[src/rtl/scale_pkg.sv]
// Shared types and defaults for the scale-mode controller and its address pipeline.
package scale_pkg;

  typedef enum logic [1:0] {
    SCALE_1X   = 2'b00,
    SCALE_RSVD = 2'b01,
    SCALE_4X2  = 2'b10,
    SCALE_2X2  = 2'b11
  } scale_mode_t;

  typedef enum logic {
    StIdle,
    StPending
  } ctrl_state_t;

  localparam int unsigned FB_WIDTH_DEFAULT  = 240;
  localparam int unsigned FB_HEIGHT_DEFAULT = 320;
  localparam int unsigned ADDR_W_DEFAULT    = 17;

  // Button cycle order: 1x -> 4x2 -> 2x2 -> 1x. The reserved mode never commits,
  // so it only falls back to 1x for completeness.
  function automatic scale_mode_t next_mode(input scale_mode_t mode);
    scale_mode_t nxt;
    unique case (mode)
      SCALE_1X:  nxt = SCALE_4X2;
      SCALE_4X2: nxt = SCALE_2X2;
      SCALE_2X2: nxt = SCALE_1X;
      default:   nxt = SCALE_1X;
    endcase
    return nxt;
  endfunction

endpackage

[src/rtl/scale_addr_pipe.sv]
// Two-stage coordinate-to-framebuffer-address pipeline.
// Stage 1 applies the mode table (scaled coords + on-image flag), stage 2 does the
// row-stride multiply-add. Video counts travel alongside so downstream muxing stays aligned.
module scale_addr_pipe
  import scale_pkg::*;
#(
  parameter int unsigned FB_WIDTH  = FB_WIDTH_DEFAULT,
  parameter int unsigned FB_HEIGHT = FB_HEIGHT_DEFAULT,
  parameter int unsigned ADDR_W    = ADDR_W_DEFAULT
) (
  input  logic              clk,
  input  logic              rst,
  input  logic [1:0]        mode,
  input  logic [10:0]       hcount,
  input  logic [9:0]        vcount,
  output logic [ADDR_W-1:0] addr,
  output logic              addr_valid,
  output logic [10:0]       hcount_dly,
  output logic [9:0]        vcount_dly
);

  logic [10:0]       sh_d, sh1_q;
  logic [9:0]        sv_d, sv1_q;
  logic              valid_d, valid1_q;
  logic [10:0]       h1_q;
  logic [9:0]        v1_q;

  logic [ADDR_W-1:0] addr_d, addr2_q;
  logic              valid2_q;
  logic [10:0]       h2_q;
  logic [9:0]        v2_q;

  // Stage 1 combinational: mode table lookup on the incoming coordinates.
  always_comb begin
    sh_d    = '0;
    sv_d    = '0;
    valid_d = 1'b0;
    unique case (scale_mode_t'(mode))
      SCALE_1X: begin
        sh_d    = hcount;
        sv_d    = vcount;
        valid_d = (32'(hcount) < FB_WIDTH) && (32'(vcount) < FB_HEIGHT);
      end
      SCALE_4X2: begin
        sh_d    = {2'b00, hcount[10:2]};
        sv_d    = {1'b0, vcount[9:1]};
        valid_d = (32'(hcount) < 4 * FB_WIDTH) && (32'(vcount) < 2 * FB_HEIGHT);
      end
      SCALE_2X2: begin
        sh_d    = {1'b0, hcount[10:1]};
        sv_d    = {1'b0, vcount[9:1]};
        valid_d = (32'(hcount) < 2 * FB_WIDTH) && (32'(vcount) < 2 * FB_HEIGHT);
      end
      default: begin
        // Reserved mode: nothing is on-image.
        valid_d = 1'b0;
      end
    endcase
  end

  // Stage 2 combinational: row-major address, forced to zero for off-image pixels.
  always_comb begin
    addr_d = '0;
    if (valid1_q) begin
      addr_d = ADDR_W'(sv1_q) * ADDR_W'(FB_WIDTH) + ADDR_W'(sh1_q);
    end
  end

  // Stage 1 registers.
  always_ff @(posedge clk) begin
    if (rst) begin
      sh1_q    <= '0;
      sv1_q    <= '0;
      valid1_q <= 1'b0;
      h1_q     <= '0;
      v1_q     <= '0;
    end else begin
      sh1_q    <= sh_d;
      sv1_q    <= sv_d;
      valid1_q <= valid_d;
      h1_q     <= hcount;
      v1_q     <= vcount;
    end
  end

  // Stage 2 registers.
  always_ff @(posedge clk) begin
    if (rst) begin
      addr2_q  <= '0;
      valid2_q <= 1'b0;
      h2_q     <= '0;
      v2_q     <= '0;
    end else begin
      addr2_q  <= addr_d;
      valid2_q <= valid1_q;
      h2_q     <= h1_q;
      v2_q     <= v1_q;
    end
  end

  assign addr       = addr2_q;
  assign addr_valid = valid2_q;
  assign hcount_dly = h2_q;
  assign vcount_dly = v2_q;

endmodule

[src/rtl/scale_ctrl.sv]
// Frame-synchronous scale-mode controller. Requests (handshake or button) are latched
// and only committed on new_frame_in, so a frame is never drawn with mixed scaling.
// Also owns the framebuffer read-address pipeline driven by the committed mode.
module scale_ctrl
  import scale_pkg::*;
#(
  parameter int unsigned FB_WIDTH  = FB_WIDTH_DEFAULT,
  parameter int unsigned FB_HEIGHT = FB_HEIGHT_DEFAULT,
  parameter int unsigned ADDR_W    = ADDR_W_DEFAULT
) (
  input  logic              clk_in,
  input  logic              rst_in,
  input  logic [10:0]       hcount_in,
  input  logic [9:0]        vcount_in,
  input  logic              new_frame_in,
  input  logic              req_valid_in,
  input  logic [1:0]        req_scale_in,
  output logic              req_ready_out,
  input  logic              btn_cycle_in,
  output logic [1:0]        scale_out,
  output logic              pending_out,
  output logic              err_out,
  output logic [ADDR_W-1:0] addr_out,
  output logic              addr_valid_out,
  output logic [10:0]       hcount_out,
  output logic [9:0]        vcount_out
);

  ctrl_state_t state_q, state_d;
  scale_mode_t scale_q, scale_d;
  scale_mode_t latch_q, latch_d;
  logic        err_q, err_d;
  logic        btn_q;
  logic        btn_rise;
  scale_mode_t req_mode;

  assign btn_rise = btn_cycle_in & ~btn_q;
  assign req_mode = scale_mode_t'(req_scale_in);

  // Next-state logic: accept in idle, commit on the frame boundary while pending.
  always_comb begin
    state_d = state_q;
    scale_d = scale_q;
    latch_d = latch_q;
    err_d   = 1'b0;
    unique case (state_q)
      StIdle: begin
        // The handshake has priority; a simultaneous button edge is dropped.
        if (req_valid_in) begin
          if (req_mode == SCALE_RSVD) begin
            err_d = 1'b1;
          end else begin
            latch_d = req_mode;
            state_d = StPending;
          end
        end else if (btn_rise) begin
          latch_d = next_mode(scale_q);
          state_d = StPending;
        end
      end
      StPending: begin
        if (new_frame_in) begin
          scale_d = latch_q;
          state_d = StIdle;
        end
      end
      default: begin
        state_d = StIdle;
      end
    endcase
  end

  // Control state, committed mode, error pulse and button history.
  always_ff @(posedge clk_in) begin
    if (rst_in) begin
      state_q <= StIdle;
      scale_q <= SCALE_1X;
      latch_q <= SCALE_1X;
      err_q   <= 1'b0;
      btn_q   <= 1'b0;
    end else begin
      state_q <= state_d;
      scale_q <= scale_d;
      latch_q <= latch_d;
      err_q   <= err_d;
      btn_q   <= btn_cycle_in;
    end
  end

  assign req_ready_out = (state_q == StIdle);
  assign pending_out   = (state_q == StPending);
  assign err_out       = err_q;
  assign scale_out     = scale_q;

  scale_addr_pipe #(
    .FB_WIDTH  (FB_WIDTH),
    .FB_HEIGHT (FB_HEIGHT),
    .ADDR_W    (ADDR_W)
  ) u_addr_pipe (
    .clk        (clk_in),
    .rst        (rst_in),
    .mode       (scale_q),
    .hcount     (hcount_in),
    .vcount     (vcount_in),
    .addr       (addr_out),
    .addr_valid (addr_valid_out),
    .hcount_dly (hcount_out),
    .vcount_dly (vcount_out)
  );

endmodule

[config.mk]
export PLATFORM = sky130hd
export DESIGN_NAME = scale_ctrl
export DESIGN_NICKNAME = d
export VERILOG_FILES = /design/src/rtl/scale_pkg.sv /design/src/rtl/scale_addr_pipe.sv /design/src/rtl/scale_ctrl.sv
export SDC_FILE = /design/constraint.sdc
export NUM_CORES = 1
export LEC_CHECK = 0
export CAP_MARGIN = 5
export CORE_UTILIZATION = 28
export CTS_CLUSTER_SIZE = 14
export DETAILED_ROUTE_END_ITERATION = 12
export PLACE_DENSITY_LB_ADDON = 0.15
export SLEW_MARGIN = 20
export SYNTH_ARGS = -nofsm -noshare
export SYNTH_HDL_FRONTEND = slang
export SYNTH_HIERARCHICAL = 1
export SYNTH_SLANG_ARGS = --single-unit
[constraint.sdc]
create_clock -name clk_in -period 4.6 [get_ports clk_in]
set_input_delay 0.92 -clock clk_in [delete_from_list [all_inputs] [get_ports clk_in]]
set_output_delay 0.92 -clock clk_in [all_outputs]
set_load 0.01 [all_outputs]
Word level (Yosys, flattened, before mapping). Cells that the tools add are included.

Register bits: 89. Bits in latches: 0. Bits in writable memories: 0. Bits in read-only memories: 0. Input port bits: 28. Output and inout bits: 44. Word-level logic and storage cells: 53. Memories: 0.

Add/sub/neg operators: 1. $mul: 1. Div/mod/pow operators: 0. Magnitude comparators: 5. Eq/ne operators: 4. Shifts and indexed selects: 0. Mux-type cells: 13. Bitwise gates (word level): 5. Reductions and logical operators: 10.

Operators by type and width (number): 11-bit case mux with 3 select lines (1); 10-bit case mux with 2 select lines (1); 17-bit by 11-bit adder with 17-bit output (1); 10-bit by 4-bit multiplier with 13-bit output, second input constant (1); 11-bit by 10-bit < comparator with 1-bit output, second input constant (1); 11-bit by 8-bit < comparator with 1-bit output, second input constant (1); 11-bit by 9-bit < comparator with 1-bit output, second input constant (1); 10-bit < comparator, second input constant (1); 10-bit by 9-bit < comparator with 1-bit output, second input constant (1); 2-bit 2-to-1 mux (3); 1-bit 2-to-1 mux (5); 2-bit == test, second input constant (2); 1-bit NOT (4); 2-bit case mux with 2 select lines (1); 2-bit OR reduction (2); 1-bit logical AND (3); 1-bit case mux with 3 select lines (1); 3-bit AND reduction (1); 3-bit OR reduction (1); 2-bit by 1-bit == test with 1-bit output, second input constant (1); 2-bit zero test (1); 2-bit inequality test, second input constant (1); 1-bit case mux with 2 select lines (1); 2-bit AND reduction (1); other kinds (2) (2).

Logic depth before layout (Yosys ltp). Gate-level depths: netlist of run 1.

Depth in word-level cells: 5. Depth in mapped cells: 16. Depth with buffers taken out: 16.

Modules after synthesis. Netlist of run 1, hierarchy kept.

By module, submodules not included: scale_addr_pipe (instances 1, cells an instance 373, area an instance 3778.6 um^2, sequential area each 1641.6 um^2); scale_ctrl (instances 1, cells an instance 33, area an instance 307.8 um^2, sequential area each 140.1 um^2).

Worst setup path after synthesis of run 1. OpenSTA, ideal clock, no wires.

Path kind: register -> register. Start point: register u_addr_pipe.sv1_q[0]. End point: register u_addr_pipe.addr2_q[14], in the netlist u_addr_pipe/addr[14]. Setup time: 0.128 ns. Arrival time: 3.264 ns. Data required time: 4.472 ns. Setup slack: 1.208 ns. Cell stages (with the launch flop): 17. Path buffers: 0. Clock period less this slack: 3.392 ns. Path through: dfxtp_1 -> fa_1 -> inv_1 -> fa_1 -> inv_1 -> ha_1 -> a21oi_1 -> inv_1 -> a21oi_1 -> xnor2_1 -> ha_1 -> nor3_1 -> nor2_1 -> a21boi_2 -> nand3_1 -> xor2_1 -> nor2_1.

Longest elaborated chain between the ends: 2.

RTL lines: from (decl) (RTL line scale_addr_pipe.sv:23) `logic [9:0] sv_d, sv1_q;`; from (signal assigned) (RTL line scale_addr_pipe.sv:79) `sv1_q <= sv_d;`; 10-bit by 4-bit multiplier with 13-bit output (RTL line scale_addr_pipe.sv:65) `addr_d = ADDR_W'(sv1_q) * ADDR_W'(FB_WIDTH) + ADDR_W'(sh1_q);`; 17-bit by 11-bit adder with 17-bit output (RTL line scale_addr_pipe.sv:65); to (signal assigned) (RTL line scale_addr_pipe.sv:94) `addr2_q <= addr_d;`; to (decl) (RTL line scale_addr_pipe.sv:28) `logic [ADDR_W-1:0] addr_d, addr2_q;`.

Every way passes these cells. A chain may end at the register's enable or synchronous reset.

Final worst setup path of run 1. Ends and elaborated chain as after synthesis.

==> results of run 1 <==
## per-layer routing
metal	up-vias	part of all wire	track usage
met4	0	0.018	0.0541
met5	-	0	0
met1	1358	0.48	0.147
met2	45	0.46	0.189
li1	1474	-	-
met3	9	0.040	0.0372
## power groups by stage
| stage | Sequential [µW] | Combinational [µW] | Clock, µW |
|---|---|---|---|
| CTS | 822 | 588 | 762 |
| floorplan | 837 | 449 | 0 |
| detailed placement | 839 | 583 | 0 |
| finish | 821 | 580 | 733 |
| global placement | 839 | 579 | 0 |
| global route | 825 | 662 | 790 |
## flip-flops by register name, summed over array words and instances (netlist names)
name and cells:
u_addr_pipe/addr 17, u_addr_pipe/h1_q 11, u_addr_pipe/hcount_dly 11, u_addr_pipe/sh1_q 11, u_addr_pipe/sv1_q 10, u_addr_pipe/v1_q 10, u_addr_pipe/vcount_dly 10, latch_q 2
scale_out 2, btn_q 1, err_out 1, pending_out 1, u_addr_pipe/addr_valid 1, u_addr_pipe/valid1_q 1
## metrics by stage
step,instances,utilization
2_1_floorplan,406,-
3_3_place_gp,645,0.354
3_5_place_dp,645,0.354
4_1_cts,661,0.376
5_1_grt,661,0.376
6_report,661,0.376
## cell families after synthesis
family / count (synthesis) / share of synthesized area
simple gates: 136 / 0.185
buf+inv: 54 / 0.0514
flops: 89 / 0.436
xor+xnor: 18 / 0.0404
fa+ha+maj: 40 / 0.156
mux: 4 / 0.0107
compound gates: 65 / 0.121
## Yosys cell counts, drive strengths merged (5+ instances only)
cell type  instances  share of area
a211oi             5         0.0092
a21o               5         0.0092
a21oi             19          0.023
a22o               9          0.019
and2               8          0.012
buf                5         0.0064
clkbuf             8         0.0073
dfxtp             89           0.44
fa                18          0.088
ha                22          0.067
inv               41          0.038
nand2             14          0.013
nand2b            10          0.015
nand3              5         0.0061
nor2              32          0.029
nor2b             45          0.069
nor3               6         0.0073
o21ai              8         0.0098
xnor2              8          0.017
xor2              10          0.023
## final timing paths
path | startpoint | end | slack [ns]
setup / recovery | u_addr_pipe/sv1_q[0] | u_addr_pipe/addr[14] | 0.95
hold / removal | u_addr_pipe/sh1_q[0] | u_addr_pipe/addr[0] | 0.43
setup reg to reg | u_addr_pipe/sv1_q[0] | u_addr_pipe/addr[14] | 0.95
hold reg to reg | u_addr_pipe/sh1_q[0] | u_addr_pipe/addr[0] | 0.43
## final cells by class
cell class                 count  area (µm²)  share of cell area
inverter                      41         154              0.0292
clock buffer                  10         239              0.0453
sequential                    89        1780               0.338
multi-input combinational    263        2090               0.397
clock inverter                 6        66.3              0.0126
tap                          180         225              0.0427
timing repair buffer          72         713               0.135
==> flow_summary.toml, run 1 <==
[worst_setup_path]
cp_common_cell = "inv_1"
cp_max_fo = 4
crit_family = "adder cells"
arrival_ns = 3.86
required_ns = 4.81
end_kind = "flip-flop"
cp-start-kind = "flip-flop"
path_cells = "fa_1 -> inv_1 -> fa_1 -> inv_1 -> ha_1 -> a21oi_1 -> inv_1 -> a21oi_1 -> xnor2_1 -> ha_1 -> nor3_1 -> nor2_1 -> a21boi_2 -> nand3_1 -> xor2_1 -> nor2_1"
max_stage_delay_ns = 0.56
cp.depth = 16
crit_type = "reg2reg"
critPathBufInv = 3
crit_path_top_delay_cell = "fa_1"
reg2reg_depth = 16

[yosys]
synth_ff_type = "dfxtp_1"
netlist_instances = 406
synth_seq_cells = 89
syn_nets = 474
yosysWarnings = 6
synth_seq_area_share = 0.436
synth_cell_types = 51
synth-edff-count = 0
async_flop_share = 0
netlist_area_um2 = 4090
synth.avg_cell_area_um2 = 10.1

[clock_network]
clk_latency_ns = 0.34
cts_buffer_depth = 2
postCtsResizedCells = 0
cts_tree = "built"
clockRootBuffer = "clkbuf_16"
clk_pin_slew_ns = 0.06
h-tree-depth = 3
cts_hold_buffers = 0
cts.sinks = 89
cts_buffers = 9
postCtsSetupBuffers = 0

[sta]
rsz0062_at_grt = "false"
setup_slack_ns = 0.952
hold_violations = 0
setup_viol = 0
slew_headroom = 0.289
min_period_over_period = 0.793
maxSlewViolCount = 0
max_freq_mhz = 274
tightest_slew_ns = 1.06
setup_tns_ns = 0
hold_slack_ns = 0.428
skew_ns = 0.00506
post-route-min-period_ns = 3.65

[pwr]
p_int_uw = 1510
clkPwrFrac = 0.343
combPwrFrac = 0.272
power_frac_seq = 0.385
swShare = 0.293
power.switching_uw = 625
leakagePower_uw = 0.00217
powerDensity_nw_per_um2 = 405
totalPowerFinal_uw = 2130
ir_worst_vdd_mv = 0.183

[cells_and_area]
fin_area_um2 = 5270
area_growth_pct = 29.1
fillCellCount = 1408
fin_nets = 544
diodes = 0
final_common_cell = "dfxtp_1"
layout-drive-gt1-share = 0.0686
layout_common_cells = "dfxtp_1, clkdlybuf4s50_1, nor2b_1"

[global_route]
grt_usage = 0.119
grt_pass1_vias = 2920
grt_pass1_wl_um = 13600
grt_start_max_net_pins = 60
overflow = 0
grt_antenna_before_repair = 0

[place]
place_area_um2 = 4970
place_ws_ns = 0.950
numPortBuffers = 71
post-dp-hpwl_um = 5960
gp_congestion = 0.760

[route]
wl_per_cell_um = 11.9
drc = 0
postRouteAntennaNets = 0
via_count = 2886
drtIter0Drc = 98
wirelength_um = 7840
vias_per_cell = 4.37
firstDrtPassIters = 4

[floorplanning]
die_area_um2 = 15100
initial_core_util = 0.291
design.core.area_um2 = 14000
die_w_um = 123
rows = 43
pin_count = 72
fp.dieH_um = 123

[flow_run]
max_cap_violations = 0

[run_status]
outcome = "complete, no violations"

[min_path]
whs_path_depth = 1
hold_class = "reg2reg"
(Power assumes the default switching activity.)
==> run 2: changes to the inputs <==
==> constraint.sdc (replaced) <==
create_clock -name clk_in -period 3 [get_ports clk_in]
set_input_delay 0.6 -clock clk_in [delete_from_list [all_inputs] [get_ports clk_in]]
set_output_delay 0.6 -clock clk_in [all_outputs]
set_load 0.01 [all_outputs]
==> run 2 against run 1 <==
Effect of this change:
- the flow now finishes with violations (negative setup slack)
- core utilization up 4.1 points
- final cell count rose by 7.3%
- combinational power up 120%
- wire length increased by 4.8%
- sequential power rose by 52%
- sequential cell count is the same
- register-to-register slack got worse by 1.4 ns
- die area unchanged
- critical path depth down 1
==> flow_summary.toml, run 2 (synthesized netlist as in run 1, its figures left out) <==
[worst_setup_path]
crit_path_top_delay_cell = "fa_1"
critPathBufInv = 2
cp.depth = 15
crit_family = "adder cells"
end_kind = "flip-flop"
reg2reg_depth = 15
r2r_slack_ns = -0.45
arrival_ns = 3.72
cp_max_fo = 4
required_ns = 3.27
cp-start-kind = "flip-flop"
rr_endpoint = "u_addr_pipe/addr[16]"
max_stage_delay_ns = 0.56
path_cells = "fa_1 -> inv_1 -> fa_2 -> fa_2 -> nand2b_4 -> nand2b_4 -> a21oi_2 -> xnor2_1 -> ha_2 -> nor2_2 -> nor2_2 -> a21boi_4 -> buf_4 -> nand4_1 -> a21oi_1"
worstReg2RegStart = "u_addr_pipe/sv1_q[0]"
crit_start = "u_addr_pipe/sv1_q[0]"
endpoint = "u_addr_pipe/addr[16]"
crit_type = "reg2reg"

[floorplanning]
design.core.area_um2 = 14000
die_area_um2 = 15100
rows = 43
pin_count = 72
initial_core_util = 0.291
die_w_um = 123
fp.dieH_um = 123

[sta]
tightest_slew_ns = 0.515
hold_violations = 0
max_freq_mhz = 290
rsz0062_at_grt = "true"
min_period_over_period = 1.15
skew_ns = 0.00904
setup_viol = 8
post-route-min-period_ns = 3.45
setup_slack_ns = -0.453
slew_headroom = 0.656
maxSlewViolCount = 0

[clock_network]
cts.sinks = 89
cts_tree = "built"
clk_pin_slew_ns = 0.07
cts_hold_buffers = 0
clk_latency_ns = 0.35
clockRootBuffer = "clkbuf_16"
h-tree-depth = 3
cts_buffer_depth = 2
cts_buffers = 9

[global_route]
grt_start_max_net_pins = 35
grt_pass1_vias = 3029
grt_usage = 0.124
grt_antenna_before_repair = 0
grt_pass1_wl_um = 14200
overflow = 0

[cells_and_area]
layout-drive-gt1-share = 0.212
fin_nets = 592
diodes = 0
fillCellCount = 1387
final_core_util = 0.416
largest_reg_flops = 17
layout_common_cells = "dfxtp_1, clkdlybuf4s50_1, buf_4"
fin_area_um2 = 5850
final_common_cell = "dfxtp_1"
area_growth_pct = 43.1
final_cells = 709

[pwr]
ir_worst_vdd_mv = 0.281
totalPowerFinal_uw = 3780
powerDensity_nw_per_um2 = 647
leakagePower_uw = 0.00247

[route]
wl_per_cell_um = 11.6
postRouteAntennaNets = 0
drc = 0
drtIter0Drc = 78
vias_per_cell = 4.25
wirelength_um = 8210
via_count = 3010
firstDrtPassIters = 4

[run_status]
outcome = "finished with violations"
failed_checks = "negative setup slack"

[place]
gp_congestion = 0.733
place_inst = 687
place_area_um2 = 5330
post-dp-hpwl_um = 6160
numPortBuffers = 71

[flow_run]
max_cap_violations = 0

[min_path]
hold_class = "reg2reg"
==> run 2: cell types whose count changed in the layout (fill, tap and decap cells not counted), moves of 3 or more <==
cell | before | now
a21oi_1 | 19 | 14
nand2b_1 | 10 | 6
nand2b_4 | 0 | 4
a21oi_2 | 0 | 5
ha_2 | 0 | 3
dfxtp_2 | 0 | 3
clkinvlp_4 | 3 | 0
dfxtp_1 | 89 | 86
inv_1 | 41 | 38
buf_6 | 0 | 3
ha_4 | 0 | 3
buf_4 | 1 | 46
ha_1 | 22 | 16
nor2_1 | 32 | 29
==> run 2: worst min path at each step <==
stage	to	start	cells after the start
after floorplan	u_addr_pipe/addr[0]	u_addr_pipe/sh1_q[0]	1
after global placement	u_addr_pipe/addr[3]	u_addr_pipe/sh1_q[3]	1
after detailed placement	u_addr_pipe/addr[3]	u_addr_pipe/sh1_q[3]	1
after CTS	u_addr_pipe/addr[3]	u_addr_pipe/sh1_q[3]	1
after global routing	u_addr_pipe/addr[3]	u_addr_pipe/sh1_q[3]	1
final	u_addr_pipe/addr[0]	u_addr_pipe/sh1_q[0]	1
==> run 2: cell type report <==
cell class                 count  area, µm²  area share
sequential                    89       1790       0.305
clock buffer                  10        239      0.0409
clock inverter                 6        105      0.0180
tap                          180        225      0.0385
timing repair buffer         120       1080       0.186
multi-input combinational    263       2250       0.385
inverter                      41        156      0.0267
==> run 2: stage by stage <==
step                      hold WS (ns)  TNS, ns  setup slack, ns
after global placement           0.415    -2.12           -0.344
final                            0.428    -2.96           -0.453
after detailed placement         0.415    -2.92           -0.484
after floorplan                  0.406    -1.52           -0.308
after global routing             0.445    -4.40           -0.610
after CTS                        0.432    -3.34           -0.507
==> run 2: power breakdown <==
group | switching (µW) | internal [µW]
Sequential | 20.6 | 1230
Combinational | 588 | 662
Clock | 505 | 771
==> run 2: repair_timing <==
item                       CTS  global route
pin swaps                   13            27
setup endpoints to repair    8             9
resized for setup           13            17
setup buffers                4             3
==> run 2: routing by layer <==
| metal | GRT usage | part of all wire | up-vias |
|---|---|---|---|
| met5 | 0 | 0 | - |
| met4 | 0.0572 | 0.018 | 0 |
| met3 | 0.0349 | 0.039 | 10 |
| met2 | 0.200 | 0.48 | 47 |
| met1 | 0.151 | 0.47 | 1380 |
| li1 | - | - | 1573 |
